$ cat config.mk
export PLATFORM = sky130hd
export DESIGN_NAME = mult_div_unit
export DESIGN_NICKNAME = d
export VERILOG_FILES = /design/src/rtl/mult_div_unit.sv
export SDC_FILE = /design/constraint.sdc
export NUM_CORES = 1
export LEC_CHECK = 0
export BUFFER_PORTS_ARGS = -buffer_cell sky130_fd_sc_hd__buf_4
export CAP_MARGIN = 20
export CORE_MARGIN = 2
export CORE_UTILIZATION = 63
export CTS_BUF_LIST = sky130_fd_sc_hd__clkbuf_8 sky130_fd_sc_hd__clkbuf_16
export DETAILED_ROUTE_END_ITERATION = 16
export GPL_TIMING_DRIVEN = 0
export PLACE_DENSITY = 0.89
export SKIP_CTS_REPAIR_TIMING = 1
export SLEW_MARGIN = 20
export SYNTH_ARGS = -nofsm -noshare
export SYNTH_HDL_FRONTEND = slang
export SYNTH_SLANG_ARGS = --single-unit
$ cat constraint.sdc
create_clock -name clk -period 11.29 [get_ports clk]
set_clock_uncertainty 0.15 [all_clocks]
set_input_delay 0.5645 -clock clk [delete_from_list [all_inputs] [get_ports clk]]
set_output_delay 0.5645 -clock clk [all_outputs]
set_load 0.02 [all_outputs]
$ cat src/rtl/mult_div_unit.sv
// mult_div_unit: iterative 32-bit multiply/divide unit for the EX stage.
//
// Computes MULTU/MULT/DIVU/DIV over 33 clocks (32 iterations plus one sign-fix
// cycle) and holds the results in the architectural HI/LO registers. MTHI/MTLO
// writes go through hi_we/lo_we and are honoured only while idle.
//
// Ports:
//   clk    in   clock, rising edge
//   rst    in   asynchronous active-high reset
//   start  in   request an operation (accepted only when idle and not flushed)
//   op     in   00 MULTU, 01 MULT, 10 DIVU, 11 DIV
//   a, b   in   operands (multiplicand/dividend, multiplier/divisor)
//   flush  in   synchronous abort of the in-flight operation
//   hi_we  in   MTHI write enable
//   lo_we  in   MTLO write enable
//   wdata  in   MTHI/MTLO data
//   busy   out  operation in flight
//   done   out  one-cycle pulse when HI/LO take a result
//   hi     out  HI register (product[63:32] or remainder)
//   lo     out  LO register (product[31:0] or quotient)
//
// Build option: define MULDIV_DIVIDE_EN to build the divider. Without it,
// starts with op[1]=1 are ignored and only multiplies are supported.

module mult_div_unit (
  input  logic        clk,
  input  logic        rst,
  input  logic        start,
  input  logic [1:0]  op,
  input  logic [31:0] a,
  input  logic [31:0] b,
  input  logic        flush,
  input  logic        hi_we,
  input  logic        lo_we,
  input  logic [31:0] wdata,
  output logic        busy,
  output logic        done,
  output logic [31:0] hi,
  output logic [31:0] lo
);

  localparam logic [1:0] IDLE = 2'd0;
  localparam logic [1:0] CALC = 2'd1;
  localparam logic [1:0] FIX  = 2'd2;

  logic [1:0]  state_q, state_d;
  logic [4:0]  cnt_q, cnt_d;
  // Multiply: {partial product, remaining multiplier bits}.
  // Divide:   {partial remainder, dividend bits shifting into quotient}.
  logic [63:0] acc_q, acc_d;
  // Multiplicand magnitude, or divisor magnitude.
  logic [31:0] opnd_q, opnd_d;
  logic        neg_q, neg_d;
  logic        done_q, done_d;
  logic [31:0] hi_q, hi_d, lo_q, lo_d;

  logic        accept;
  logic [31:0] mag_a, mag_b;
  logic [32:0] mul_sum;
  logic [63:0] prod_fix;

  assign mag_a = (op[0] && a[31]) ? -a : a;
  assign mag_b = (op[0] && b[31]) ? -b : b;

  assign mul_sum  = {1'b0, acc_q[63:32]} + (acc_q[0] ? {1'b0, opnd_q} : 33'd0);
  assign prod_fix = neg_q ? -acc_q : acc_q;

`ifdef MULDIV_DIVIDE_EN
  logic        is_div_q, is_div_d;
  logic        rem_neg_q, rem_neg_d;
  logic        div0_q, div0_d;
  logic [32:0] rem_shift, rem_diff;
  logic [31:0] quot_fix, rem_fix;

  assign accept    = (state_q == IDLE) && start && !flush;
  assign rem_shift = {acc_q[63:32], acc_q[31]};
  assign rem_diff  = rem_shift - {1'b0, opnd_q};
  assign quot_fix  = div0_q ? 32'hFFFF_FFFF : (neg_q ? -acc_q[31:0] : acc_q[31:0]);
  // Remainder follows the dividend's sign; for divide-by-zero this restores a.
  assign rem_fix   = rem_neg_q ? -acc_q[63:32] : acc_q[63:32];
`else
  assign accept = (state_q == IDLE) && start && !flush && !op[1];
`endif

  always_comb begin
    state_d = state_q;
    cnt_d   = cnt_q;
    acc_d   = acc_q;
    opnd_d  = opnd_q;
    neg_d   = neg_q;
    done_d  = 1'b0;
    hi_d    = hi_q;
    lo_d    = lo_q;
`ifdef MULDIV_DIVIDE_EN
    is_div_d  = is_div_q;
    rem_neg_d = rem_neg_q;
    div0_d    = div0_q;
`endif
    case (state_q)
      IDLE: begin
        if (hi_we) hi_d = wdata;
        if (lo_we) lo_d = wdata;
        if (accept) begin
          state_d = CALC;
          cnt_d   = 5'd31;
          neg_d   = op[0] & (a[31] ^ b[31]);
`ifdef MULDIV_DIVIDE_EN
          is_div_d  = op[1];
          rem_neg_d = op[0] & a[31];
          div0_d    = (b == 32'd0);
          opnd_d    = op[1] ? mag_b : mag_a;
          acc_d     = {32'd0, op[1] ? mag_a : mag_b};
`else
          opnd_d = mag_a;
          acc_d  = {32'd0, mag_b};
`endif
        end
      end
      CALC: begin
        if (flush) begin
          state_d = IDLE;
        end else begin
`ifdef MULDIV_DIVIDE_EN
          if (is_div_q) begin
            // Restoring step: keep the subtraction only if it did not borrow.
            acc_d = rem_diff[32] ? {rem_shift[31:0], acc_q[30:0], 1'b0}
                                 : {rem_diff[31:0], acc_q[30:0], 1'b1};
          end else begin
            acc_d = {mul_sum, acc_q[31:1]};
          end
`else
          acc_d = {mul_sum, acc_q[31:1]};
`endif
          cnt_d = cnt_q - 5'd1;
          if (cnt_q == 5'd0) state_d = FIX;
        end
      end
      FIX: begin
        state_d = IDLE;
        if (!flush) begin
          done_d = 1'b1;
`ifdef MULDIV_DIVIDE_EN
          if (is_div_q) begin
            hi_d = rem_fix;
            lo_d = quot_fix;
          end else begin
            hi_d = prod_fix[63:32];
            lo_d = prod_fix[31:0];
          end
`else
          hi_d = prod_fix[63:32];
          lo_d = prod_fix[31:0];
`endif
        end
      end
      default: state_d = IDLE;
    endcase
  end

  always_ff @(posedge clk or posedge rst) begin
    if (rst) begin
      state_q <= IDLE;
      cnt_q   <= 5'd0;
      acc_q   <= 64'd0;
      opnd_q  <= 32'd0;
      neg_q   <= 1'b0;
      done_q  <= 1'b0;
      hi_q    <= 32'd0;
      lo_q    <= 32'd0;
    end else begin
      state_q <= state_d;
      cnt_q   <= cnt_d;
      acc_q   <= acc_d;
      opnd_q  <= opnd_d;
      neg_q   <= neg_d;
      done_q  <= done_d;
      hi_q    <= hi_d;
      lo_q    <= lo_d;
    end
  end

`ifdef MULDIV_DIVIDE_EN
  always_ff @(posedge clk or posedge rst) begin
    if (rst) begin
      is_div_q  <= 1'b0;
      rem_neg_q <= 1'b0;
      div0_q    <= 1'b0;
    end else begin
      is_div_q  <= is_div_d;
      rem_neg_q <= rem_neg_d;
      div0_q    <= div0_d;
    end
  end
`endif

  assign busy = (state_q != IDLE);
  assign done = done_q;
  assign hi   = hi_q;
  assign lo   = lo_q;

endmodule
==> PnR_summary.wiki <==
{| class="wikitable"
! Metric !! Value
|-
| Run status || complete, no violations
|-
| Area of the die || 19,650 sq um
|-
| Area of the multi-input gates || 7017 sq um
|-
| Clock period minus worst slack || 4.759 ns
|-
| Leakage || 6.048 nW
|-
| Proportion of register bits with asynchronous set or reset after synthesis || 1.000
|-
| Global-route usage over all layers || 0.4074
|-
| Wire length of the first global-routing pass || 62,840 microns
|-
| Sum of buffers and inverters on the critical path || 2
|-
| Pin count of the biggest net entering global routing || 94
|-
| Number of core rows || 49
|-
| Instance count on the critical path || 11
|-
| Layout filler cell count || 1,388
|-
| TritonCTS clock tree || built
|-
| Maximum level of the CTS H-tree || 4
|-
| Count of mapped cells out of synthesis || 1,430
|-
| Vias in the first global route || 11,670
|-
| Clock tree root driver cell || sky130_fd_sc_hd__clkbuf_16
|-
| Worst-path maximum fanout || 10
|-
| Overflow left after global routing || 0
|-
| Cells along the critical path || clkbuf_1 -> clkbuf_1 -> and2_1 -> ha_1 -> a21o_1 -> a21o_1 -> o21a_1 -> a2111oi_0 -> o41ai_1 -> or4_1 -> a32o_1
|-
| Seq cells post-synth || 169
|-
| Final setup violation count || 0
|-
| Relative slew margins || 0.1972
|-
| Routed len/inst || 21.45 microns
|-
| Synthesized cell area || 11,680 sq um
|-
| Boundary pin count || 170
|-
| # DRC || 0
|-
| Number of vias per cell || 6.575
|-
| Average footprint of a synthesized cell || 8.171 sq um
|-
| Overall power after layout || 0.003300 W
|-
| Starting DRT DRC Count || 1,357
|-
| Core Box Area || 18,090 sq um
|-
| Count of maximum capacitance violations || 0
|-
| Syn-to-layout area delta || 18.50%
|-
| Starting density of the core || 0.6461
|-
| Part of the Yosys area used for sequential elements || 0.3619
|-
| CTS sink count || 169
|-
| Power density relative to cell area || 238.3 nW/um^2
|-
| Final GP Congestion || 0.9987
|-
| Area of all sequential standard cells || 4229 sq um
|-
| Setup crit start kind || flip-flop
|-
| Most frequently used flop master after synthesis || sky130_fd_sc_hd__dfrtp_1
|-
| Fraction of layout instances using a drive strength above 1 || 0.1336
|-
| IO buf count || 169
|-
| Delay of the slowest cell on the worst path || 1.05 ns
|-
| RSZ-0062 raised after global routing || false
|-
| Total vias in the final route || 12,240
|-
| Dpl hpwl || 31,160 microns
|-
| Fin crit share || 0.4215
|-
| Net Count, Synth || 1,572
|-
| Number of buffers on the longest clock path || 2
|-
| Clk_lat worst skew || 0.44 ns
|-
| Type of the worst setup path || reg -> reg
|-
| Final hold violation count || 0
|-
| Total wire length || 39,920 microns
|-
| Type of element capturing the critical path || flip-flop
|-
| Data arrival at the endpoint of the critical path || 4.93 ns
|-
| Post-synthesis cell type count || 64
|-
| DIE WIDTH || 140.2 microns
|-
| Class of the most critical hold timing path || in -> async
|-
| Count of pins over their slew limit || 0
|-
| Number of antenna violations at the first check in global routing || 0
|-
| Yosys synthesis warning count || 0
|-
| Maximum achievable frequency || 0.2101 GHz
|-
| Clk pin slew, worst setup/hold paths || 0.07 ns
|-
| Data required time of the critical path || 11.47 ns
|-
| Gate family responsible for the most delay along the worst path || compound AO/OA/AOI/OAI gates
|-
| Slew at the pin closest to its max-slew limit || 1.174 ns
|-
| Slowest-stage cell, CP || sky130_fd_sc_hd__a2111oi_0
|-
| Total Neg Setup Slack || 0 ns
|-
| Peak VDD IR || 0.0001516 V
|-
| Height of the chip || 140.2 microns
|-
| Number of search-and-repair iterations in the first detailed-routing pass || 7
|-
| Final nets || 1,761
|-
| Clock buffer count from CTS || 17
|-
| Detail Route Antenna Nets || 0
|-
| R2r worst-path depth || 11
|-
| Number of inserted diodes || 0
|-
| Setup slack on the worst flop-to-flop path || 6.53 ns
|-
| Post-synth EDFFs || 0
|}
## Yosys cell counts (all sizes together), types with 3 or more instances
library cell	instances	area, sq um
a21oi	107	535.5
xnor2	61	534.3
a21boi	3	22.52
nor3	30	150.1
a21o	20	150.1
o221ai	16	140.1
or4	21	176.4
nor4	18	112.6
or2	3	18.77
nand4	8	50.05
a221oi	16	140.1
nand3	31	155.2
a2111oi	3	26.28
buf	8	45.04
a211o	4	35.03
and2	38	237.7
or3	23	146.4
a211oi	10	75.07
o41ai	17	148.9
a31oi	4	25.02
nor2	127	476.7
o21ai	151	755.7
a22oi	6	45.04
dfrtp	169	4229
o211ai	6	45.04
ha	37	462.9
clkbuf	78	292.8
nand2	192	720.7
o21a	6	45.04
inv	26	97.59
nand2b	11	68.82
mux2i	15	150.1
o22ai	6	37.54
nor2b	5	31.28
o31ai	40	319.0
xor2	74	648.1
and3	12	75.07
## path summary, 6_finish.rpt
kind	startpoint	end
min in group clk	a[31]	opnd_q[31]
min	rst	lo[11]
min reg2reg	opnd_q[10]	opnd_q[10]
max reg2reg	acc_q[0]	acc_q[55]
max in group asynchronous	rst	acc_q[38]
max	acc_q[0]	acc_q[55]
## metrics by stage
step	setup slack, ns	hold slack (ns)	utilization	cells	instance area, sq um
after CTS	6.672	0.04217	0.7656	1861	13850
after global routing	6.420	0.07274	0.7656	1861	13850
after global placement	4.219	0.3047	0.7321	1828	13240
final	6.531	0.008278	0.7656	1861	13850
after floorplan	6.000	0.2811	-	1430	11690
after detailed placement	6.712	0.3126	0.7340	1829	13280
## cells by family after synthesis
| logic type | share of synthesized area |
|---|---|
| compound gates | 0.2319 |
| xor+xnor | 0.1012 |
| fa+ha+maj | 0.04133 |
| buf+inv | 0.03758 |
| flops | 0.3619 |
| mux | 0.01285 |
| simple gates | 0.2132 |
## layout make-up
| cell class | count | share of cell area |
|---|---|---|
| plain buffers | 86 | 0.02440 |
| clock buffers | 19 | 0.03271 |
| clock inverters | 13 | 0.008584 |
| inverters | 27 | 0.007861 |
| multi-input cells | 1148 | 0.5067 |
| flip-flops and latches | 169 | 0.3054 |
| well taps | 229 | 0.02069 |
| repair buffers | 170 | 0.09361 |
## worst reg2reg max path: stages (launching register included)
cell and delay (ns):
sky130_fd_sc_hd__dfrtp_1 0.32, sky130_fd_sc_hd__clkbuf_1 0.42, sky130_fd_sc_hd__clkbuf_1 0.34, sky130_fd_sc_hd__and2_1 0.24
sky130_fd_sc_hd__ha_1 0.30, sky130_fd_sc_hd__a21o_1 0.23, sky130_fd_sc_hd__a21o_1 0.20, sky130_fd_sc_hd__o21a_1 0.26
sky130_fd_sc_hd__a2111oi_0 1.05, sky130_fd_sc_hd__o41ai_1 0.39, sky130_fd_sc_hd__or4_1 0.49, sky130_fd_sc_hd__a32o_1 0.25
## state kept, by name, indices dropped and copies added (netlist names)
register and flops:
acc_q 64, hi 32, lo 32, opnd_q 32, cnt_q 5, state_q 2, done 1, neg_q 1
## report_power, final
| part | internal (W) | total (W) | switching (W) |
|---|---|---|---|
| clock | 0.000317 | 0.000577 | 0.000260 |
| combinational | 0.000620 | 0.00161 | 0.000990 |
| sequential | 0.000819 | 0.00111 | 0.000293 |
| total | 0.00176 | 0.00330 | 0.00154 |
## layer usage
layer  GRT usage  vias to the layer above  wire [microns]
met5           0                        -               0
met4      0.1877                        0            1911
met3     0.08274                      115            4278
met2      0.6610                      827           18060
met1      0.5290                     5762           15670
li1            -                     5533               -
## placed cells by master (no fill, tap or decap), types with 6 or more instances in the layout
| cell | n |
|---|---|
| sky130_fd_sc_hd__nand2_1 | 192 |
| sky130_fd_sc_hd__dfrtp_1 | 169 |
| sky130_fd_sc_hd__buf_4 | 169 |
| sky130_fd_sc_hd__o21ai_0 | 149 |
| sky130_fd_sc_hd__nor2_1 | 127 |
| sky130_fd_sc_hd__a21oi_1 | 107 |
| sky130_fd_sc_hd__clkbuf_1 | 78 |
| sky130_fd_sc_hd__xor2_1 | 74 |
| sky130_fd_sc_hd__xnor2_1 | 61 |
| sky130_fd_sc_hd__o31ai_1 | 38 |
| sky130_fd_sc_hd__and2_1 | 38 |
| sky130_fd_sc_hd__ha_1 | 37 |
| sky130_fd_sc_hd__nand3_1 | 31 |
| sky130_fd_sc_hd__nor3_1 | 30 |
| sky130_fd_sc_hd__inv_1 | 25 |
| sky130_fd_sc_hd__or3_1 | 21 |
| sky130_fd_sc_hd__a21o_1 | 20 |
| sky130_fd_sc_hd__nor4_1 | 18 |
| sky130_fd_sc_hd__o41ai_1 | 17 |
| sky130_fd_sc_hd__clkbuf_16 | 17 |
| sky130_fd_sc_hd__or4_1 | 16 |
| sky130_fd_sc_hd__o221ai_1 | 16 |
| sky130_fd_sc_hd__a221oi_1 | 16 |
| sky130_fd_sc_hd__mux2i_1 | 15 |
| sky130_fd_sc_hd__and3_1 | 12 |
| sky130_fd_sc_hd__nand2b_1 | 11 |
| sky130_fd_sc_hd__a211oi_1 | 10 |
| sky130_fd_sc_hd__nand4_1 | 8 |
| sky130_fd_sc_hd__buf_1 | 6 |
| sky130_fd_sc_hd__o21a_1 | 6 |
| sky130_fd_sc_hd__o22ai_1 | 6 |
| sky130_fd_sc_hd__o211ai_1 | 6 |
| sky130_fd_sc_hd__a22oi_1 | 6 |
No activity file was read; power rests on OpenSTA's default activity.
